$ cat src/rtl/dot_product_sequencer_if.sv
// Buffer-read and datapath bus between dot_product_sequencer and its
// pixel/weight buffer plus DotProductSt datapath instance.
// master: sequencer side; slave: buffer/datapath side.
interface dot_product_sequencer_if #(
    parameter int ADDR_W    = 8,
    parameter int PIX_BUS_W = 20,
    parameter int WGT_BUS_W = 38,
    parameter int VAL_SIZE  = 26
);
    logic                 rd_en;
    logic [ADDR_W-1:0]    rd_addr;
    logic [PIX_BUS_W-1:0] mem_pixels;
    logic [WGT_BUS_W-1:0] mem_weights;
    logic                 dp_clear;
    logic [PIX_BUS_W-1:0] dp_pixels;
    logic [WGT_BUS_W-1:0] dp_weights;
    logic [VAL_SIZE-1:0]  value_in;

    modport master (
        output rd_en, rd_addr, dp_clear, dp_pixels, dp_weights,
        input  mem_pixels, mem_weights, value_in
    );

    modport slave (
        input  rd_en, rd_addr, dp_clear, dp_pixels, dp_weights,
        output mem_pixels, mem_weights, value_in
    );
endinterface

$ cat src/rtl/dot_product_sequencer.sv
// dot_product_sequencer: runs one dot product on the DotProductSt datapath.
// IDLE -> CLEAR(2) -> FEED(WORDS*BUS_WIDTH) -> DRAIN(FPM+FPA+6) -> CAPTURE(1).
// Optional macro DPSEQ_BACK2BACK_EN: accept start during CAPTURE and go
// straight to CLEAR for the next job, keeping busy high.
module dot_product_sequencer #(
    parameter int PIXEL_N     = 10,
    parameter int PARALLEL    = 2,
    parameter int BUS_WIDTH   = 1,
    parameter int PIXEL_SIZE  = 10,
    parameter int WEIGHT_SIZE = 19,
    parameter int FPM_DELAY   = 6,
    parameter int FPA_DELAY   = 2,
    parameter int VAL_SIZE    = 26,
    parameter int ADDR_W      = 8
) (
    input  logic                 clk,
    input  logic                 GlobalReset,
    input  logic                 start,
    input  logic [ADDR_W-1:0]    base_addr,
    output logic                 busy,
    dot_product_sequencer_if.master bus,
    output logic [VAL_SIZE-1:0]  result,
    output logic                 result_valid
);
    localparam int LANES   = PARALLEL * BUS_WIDTH;
    localparam int WORDS   = (PIXEL_N + LANES - 1) / LANES;
    localparam int FEED    = WORDS * BUS_WIDTH;
    localparam int DRAIN   = FPM_DELAY + FPA_DELAY + 6;
    localparam int CNT_MAX = (FEED > DRAIN) ? FEED : DRAIN;
    localparam int CNT_W   = $clog2(CNT_MAX + 1);
    localparam int PIX_W   = LANES * PIXEL_SIZE;
    localparam int WGT_W   = LANES * WEIGHT_SIZE;

    localparam logic [CNT_W-1:0] CLEAR_LOAD = CNT_W'(1);
    localparam logic [CNT_W-1:0] FEED_LOAD  = CNT_W'(FEED - 1);
    localparam logic [CNT_W-1:0] DRAIN_LOAD = CNT_W'(DRAIN - 1);

    typedef enum logic [2:0] {
        S_IDLE, S_CLEAR, S_FEED, S_DRAIN, S_CAPTURE
    } state_t;

    state_t            state, state_n;
    logic              accept;
    logic [CNT_W-1:0]  cnt;
    logic [ADDR_W-1:0] rd_addr_q;
    logic              rd_en_c;
    logic              dp_clear_q;
    logic              feed_valid;
    logic [PIX_W-1:0]  gated_pix;
    logic [WGT_W-1:0]  gated_wgt;

    // State register.
    always_ff @(posedge clk or posedge GlobalReset) begin
        if (GlobalReset) state <= S_IDLE;
        else             state <= state_n;
    end

    // Next-state logic; accept marks the cycle a start is taken.
    always_comb begin
        state_n = state;
        accept  = 1'b0;
        case (state)
            S_IDLE: begin
                if (start) begin
                    state_n = S_CLEAR;
                    accept  = 1'b1;
                end
            end
            S_CLEAR:   if (cnt == '0) state_n = S_FEED;
            S_FEED:    if (cnt == '0) state_n = S_DRAIN;
            S_DRAIN:   if (cnt == '0) state_n = S_CAPTURE;
            S_CAPTURE: begin
`ifdef DPSEQ_BACK2BACK_EN
                if (start) begin
                    state_n = S_CLEAR;
                    accept  = 1'b1;
                end else begin
                    state_n = S_IDLE;
                end
`else
                state_n = S_IDLE;
`endif
            end
            default:   state_n = S_IDLE;
        endcase
    end

    // Output decode. In FEED the counter runs FEED-1..0 and FEED is a
    // multiple of BUS_WIDTH, so cnt%BUS_WIDTH==0 marks the last beat of a
    // word; cnt==0 is the last word, which needs no follow-on read.
    always_comb begin
        busy    = (state != S_IDLE);
        rd_en_c = 1'b0;
        if (state == S_CLEAR && cnt == '0)
            rd_en_c = 1'b1;
        else if (state == S_FEED && cnt != '0 && (int'(cnt) % BUS_WIDTH) == 0)
            rd_en_c = 1'b1;
    end

    // Shared phase timer, reloaded on every state entry.
    always_ff @(posedge clk or posedge GlobalReset) begin
        if (GlobalReset) begin
            cnt <= '0;
        end else if (state_n != state) begin
            case (state_n)
                S_CLEAR: cnt <= CLEAR_LOAD;
                S_FEED:  cnt <= FEED_LOAD;
                S_DRAIN: cnt <= DRAIN_LOAD;
                default: cnt <= '0;
            endcase
        end else if (cnt != '0) begin
            cnt <= cnt - 1'b1;
        end
    end

    // Read address: loaded from base_addr on accept, stepped per read.
    always_ff @(posedge clk or posedge GlobalReset) begin
        if (GlobalReset)  rd_addr_q <= '0;
        else if (accept)  rd_addr_q <= base_addr;
        else if (rd_en_c) rd_addr_q <= rd_addr_q + 1'b1;
    end

    // Registered datapath clear and bus gate, decoded from the next state
    // so they line up exactly with the CLEAR/IDLE and FEED cycles.
    always_ff @(posedge clk or posedge GlobalReset) begin
        if (GlobalReset) begin
            dp_clear_q <= 1'b1;
            feed_valid <= 1'b0;
        end else begin
            dp_clear_q <= (state_n == S_IDLE) || (state_n == S_CLEAR);
            feed_valid <= (state_n == S_FEED);
        end
    end

    // Capture value_in on the edge entering CAPTURE so result is already
    // updated while result_valid is high.
    always_ff @(posedge clk or posedge GlobalReset) begin
        if (GlobalReset) begin
            result       <= '0;
            result_valid <= 1'b0;
        end else begin
            result_valid <= (state_n == S_CAPTURE);
            if (state_n == S_CAPTURE) result <= bus.value_in;
        end
    end

    assign gated_pix      = feed_valid ? bus.mem_pixels  : '0;
    assign gated_wgt      = feed_valid ? bus.mem_weights : '0;
    assign bus.dp_pixels  = gated_pix;
    assign bus.dp_weights = gated_wgt;
    assign bus.rd_en      = rd_en_c;
    assign bus.rd_addr    = rd_addr_q;
    assign bus.dp_clear   = dp_clear_q;
endmodule
$ cat src/flat_wrapper.sv
// flat-port wrapper written by rule: the top's interface ports become plain ports
module dot_product_sequencer_flat 
#(
    parameter int PIXEL_N     = 10,
    parameter int PARALLEL    = 2,
    parameter int BUS_WIDTH   = 1,
    parameter int PIXEL_SIZE  = 10,
    parameter int WEIGHT_SIZE = 19,
    parameter int FPM_DELAY   = 6,
    parameter int FPA_DELAY   = 2,
    parameter int VAL_SIZE    = 26,
    parameter int ADDR_W      = 8
)
  (clk, GlobalReset, start, base_addr, busy, result, result_valid, bus_rd_en, bus_rd_addr, bus_dp_clear, bus_dp_pixels, bus_dp_weights, bus_mem_pixels, bus_mem_weights, bus_value_in);
  dot_product_sequencer_if #(.ADDR_W(ADDR_W), .VAL_SIZE(VAL_SIZE)) bus_i ();
  input  logic clk;
  input  logic GlobalReset;
  input  logic start;
  input  logic [ADDR_W-1:0] base_addr;
  output logic busy;
  output logic [VAL_SIZE-1:0] result;
  output logic result_valid;
  output wire logic [$bits(bus_i.rd_en)-1:0] bus_rd_en;
  output wire logic [$bits(bus_i.rd_addr)-1:0] bus_rd_addr;
  output wire logic [$bits(bus_i.dp_clear)-1:0] bus_dp_clear;
  output wire logic [$bits(bus_i.dp_pixels)-1:0] bus_dp_pixels;
  output wire logic [$bits(bus_i.dp_weights)-1:0] bus_dp_weights;
  input wire logic [$bits(bus_i.mem_pixels)-1:0] bus_mem_pixels;
  input wire logic [$bits(bus_i.mem_weights)-1:0] bus_mem_weights;
  input wire logic [$bits(bus_i.value_in)-1:0] bus_value_in;
  assign bus_rd_en = bus_i.rd_en;
  assign bus_rd_addr = bus_i.rd_addr;
  assign bus_dp_clear = bus_i.dp_clear;
  assign bus_dp_pixels = bus_i.dp_pixels;
  assign bus_dp_weights = bus_i.dp_weights;
  assign bus_i.mem_pixels = bus_mem_pixels;
  assign bus_i.mem_weights = bus_mem_weights;
  assign bus_i.value_in = bus_value_in;
  dot_product_sequencer #(.PIXEL_N(PIXEL_N), .PARALLEL(PARALLEL), .BUS_WIDTH(BUS_WIDTH), .PIXEL_SIZE(PIXEL_SIZE), .WEIGHT_SIZE(WEIGHT_SIZE), .FPM_DELAY(FPM_DELAY), .FPA_DELAY(FPA_DELAY), .VAL_SIZE(VAL_SIZE), .ADDR_W(ADDR_W)) u_core (.clk(clk), .GlobalReset(GlobalReset), .start(start), .base_addr(base_addr), .busy(busy), .bus(bus_i), .result(result), .result_valid(result_valid));
endmodule
$ cat config.mk
export PLATFORM = sky130hd
export DESIGN_NAME = dot_product_sequencer_flat
export DESIGN_NICKNAME = d
export VERILOG_FILES = /design/src/rtl/dot_product_sequencer_if.sv /design/src/rtl/dot_product_sequencer.sv /design/src/flat_wrapper.sv
export SDC_FILE = /design/constraint.sdc
export NUM_CORES = 1
export LEC_CHECK = 0
export ABC_AREA = 1
export BUFFER_PORTS_ARGS = -buffer_cell sky130_fd_sc_hd__buf_2
export CAP_MARGIN = 10
export CORE_ASPECT_RATIO = 0.5
export CORE_MARGIN = 5
export CORE_UTILIZATION = 40
export DETAILED_ROUTE_END_ITERATION = 6
export PLACE_DENSITY = 0.76
export SETUP_SLACK_MARGIN = 0.15
export SKIP_LAST_GASP = 1
export SYNTH_ARGS = -nofsm -noshare
export SYNTH_HDL_FRONTEND = slang
export SYNTH_SLANG_ARGS = --single-unit
$ cat constraint.sdc
create_clock -name clk -period 2 [get_ports clk]
set_input_delay 0.1 -clock clk [delete_from_list [all_inputs] [get_ports clk]]
set_output_delay 0.1 -clock clk [all_outputs]
set_load 0.01 [all_outputs]
==> flow_summary.json <==
{
  "tightest_slew_ps": 830.9,
  "die_w_um": 122.0,
  "ios": 191,
  "yosysWarnings": 0,
  "numCtsBuffers": 5,
  "fin_cells": 652,
  "vias": 2753,
  "vias_per_cell": 4.222,
  "placed_cells": 636,
  "antenna_found_initial": 0,
  "cts-root-buf": "clkbuf_16",
  "yosysSeqAreaShare_pct": 43.92,
  "endpoint_kind": "output port",
  "seq_power_share_pct": 29.8,
  "setup_tns_ps": 0,
  "hp-class": "in -> reg",
  "htree_levels": 2,
  "wl_per_cell_um": 11.44,
  "initial_core_util_pct": 41.28,
  "antenna_cells": 0,
  "drtPass1Iterations": 6,
  "max_freq_mhz": 587.5,
  "rr_worst_depth": 8,
  "drv_cap": 0,
  "pwr-share-comb_pct": 52.8,
  "clockBufferDepth": 2,
  "clk_latency_ps": 290,
  "die_area_um2": 8055,
  "synth.cell_area_um2": 2510,
  "rows": 20,
  "max_slew_margin_pct": 44.26,
  "syn-mean-instance-area_um2": 6.895,
  "reg2reg_to": "u_core.result[23]",
  "grt_overflow": 0,
  "synth_top_area_cell": "dfrtp_1",
  "finalSetupViolations": 0,
  "synthFlopType": "dfrtp_1",
  "fin_total_pwr_mw": 5.413,
  "p_leak_nw": 2.668,
  "async_flop_share_pct": 100.0,
  "place_ws_ps": 238.4,
  "grt_pass1_vias": 2569,
  "grt_pass1_wl_um": 11670,
  "arrival_ps": 1600,
  "worstSetupPathType": "reg -> out",
  "yosys.cell_types.count": 34,
  "outcome": "finished, final reports clean",
  "routed_wl_um": 7461,
  "synth_edf_count": 0,
  "r2r_start": "u_core.cnt[0]",
  "grt_max_degree": 32,
  "synth_nets": 461,
  "synthTopCellsByCount": "nand2_1, inv_1, dfrtp_1, nand3_1, nand2_2",
  "intPower_mw": 3.082,
  "start_kind": "flop",
  "dpl.hpwl_um": 5976,
  "die_y_um": 66.01,
  "holdPathEnd": "u_core.result[0]",
  "p_sw_share_pct": 43.06,
  "path_max_fanout": 7,
  "setup_ws_ps": 298.0,
  "p_clk_share_pct": 17.4,
  "reg2reg_slack_ps": 300,
  "ys_ff_latch": 44,
  "worst_hold_path.num_cells": 3,
  "hold_violations": 0,
  "post-route-period-util_pct": 85.10,
  "ant_nets": 0,
  "cellPowerDensity_nw_per_um2": 1423,
  "switching_power_mw": 2.331,
  "io_buffers": 190,
  "synth_most_common_cell": "nand2_1",
  "ir_worst_vdd_uv": 710.1,
  "drc": 0,
  "grt_usage_pct": 17.90,
  "netlist.area_leader.share_pct": 42.87,
  "required_ps": 1900,
  "hold_start": "bus_value_in[0]",
  "synth_area_leaders": "dfrtp_1, nand2_1, inv_1",
  "drv_slew": 0,
  "finClkSkew_ps": 5.191,
  "cts_tree": "yes",
  "period_minus_slack_ps": 1702,
  "clk_pin_slew_ps": 60,
  "core_um2": 6081,
  "rsz0062_at_grt": "true",
  "syn_inst": 364,
  "clock-sinks": 44,
  "finalNetCount": 660,
  "areaGrowthSynthToFinish_pct": 51.55,
  "drt_iter0_markers": 142,
  "drive_gt1_share_pct": 41.49,
  "gp_congestion": 0.8697
}
## power groups by stage
| stage | clock network [mW] | logic [mW] | registers (mW) |
|---|---|---|---|
| floorplan | 0 | 1.68 | 1.77 |
| global placement | 0 | 2.75 | 1.62 |
| detailed placement | 0 | 2.81 | 1.61 |
| CTS | 0.962 | 2.82 | 1.61 |
| global route | 0.998 | 3.25 | 1.68 |
| finish | 0.941 | 2.86 | 1.61 |
## registers in the layout (all words and copies together) (netlist names)
signal	flops
u_core.result_valid	1
u_core.bus.rd_addr	8
u_core.state	3
u_core.result	26
u_core.cnt	4
u_core.feed_valid	1
u_core.bus.dp_clear	1
## through the flow
step	utilization (%)	area, µm²	hold slack [ps]
2_1_floorplan	-	2510	209.6
5_1_grt	62.55	3804	3.127
3_5_place_dp	58.40	3551	188.7
4_1_cts	62.04	3772	0.08810
3_3_place_gp	58.40	3551	189.8
6_report	62.55	3804	4.890
## critical path: stages, from the launching register on
cell	delay (ps)
dfrtp_1	370
inv_1	90
ha_2	210
nand2_2	70
nor2_4	210
nand2_2	120
nand2_1	100
buf_2	130
## metal layers
metal  GRT usage, %  wire, µm  vias up
met2          31.52      3635      103
met4          5.866       112        0
met5              0         0        -
met1          22.00      3021     1179
li1               -         -     1459
met3          3.932       692       12
## final cells by class
class / count / area (µm²)
Timing Repair Buffer: 204 / 1069
Clock buffer: 5 / 125.1
Multi-Input combinational cell: 228 / 1046
Fill cell: 562 / 2277
Inverter: 80 / 305.3
Tap cell: 88 / 110.1
Sequential cell: 44 / 1102
Clock inverter: 3 / 46.29
## cells in the final DEF (no fill, tap or decap), types with 4 or more instances in the layout
cell type,netlist,final
nand3_1,14,14
nor2_1,6,6
clkbuf_16,0,5
dfrtp_1,43,43
buf_4,1,9
dlygate4sd3_1,0,5
nand2_2,8,9
o21ai_0,4,4
inv_1,76,75
nand2_1,164,163
buf_2,1,190
## how the worst max path moves through the flow
| stage | startpoint | endpoint | slack (ps) | cells after the start |
|---|---|---|---|---|
| detailed placement | u_core.cnt[0] | u_core.result[2] | 240 | 8 |
| CTS | u_core.cnt[0] | u_core.result[2] | 230 | 8 |
| floorplan | u_core.cnt[0] | u_core.bus.rd_addr[0] | 460 | 7 |
| finish | u_core.cnt[0] | bus_rd_en | 300 | 7 |
| global placement | u_core.cnt[0] | u_core.result[17] | 300 | 8 |
| global route | u_core.cnt[0] | u_core.result[22] | 120 | 8 |
## kinds of logic (layout without fill, tap and decap cells)
group | count (synthesis) | count (layout) | synth area share, %
buffers and inverters | 92 | 292 | 14.61
XOR/XNOR | 2 | 2 | 0.6980
flip-flops | 44 | 44 | 43.92
multiplexers | 1 | 1 | 0.4486
adder cells (fa/ha/maj) | 2 | 2 | 0.9968
AO/OA/AOI/OAI | 15 | 15 | 3.988
AND/OR/NAND/NOR | 208 | 208 | 35.34
## repair_timing
| action | CTS | global route |
|---|---|---|
| hold endpoints to repair | 25 | 0 |
| setup buffers | 0 | 3 |
| setup endpoints to repair | 0 | 33 |
| hold buffers | 5 | 0 |
| gates resized for setup | 0 | 4 |
Note: power is estimated with default switching activity, not from simulation.
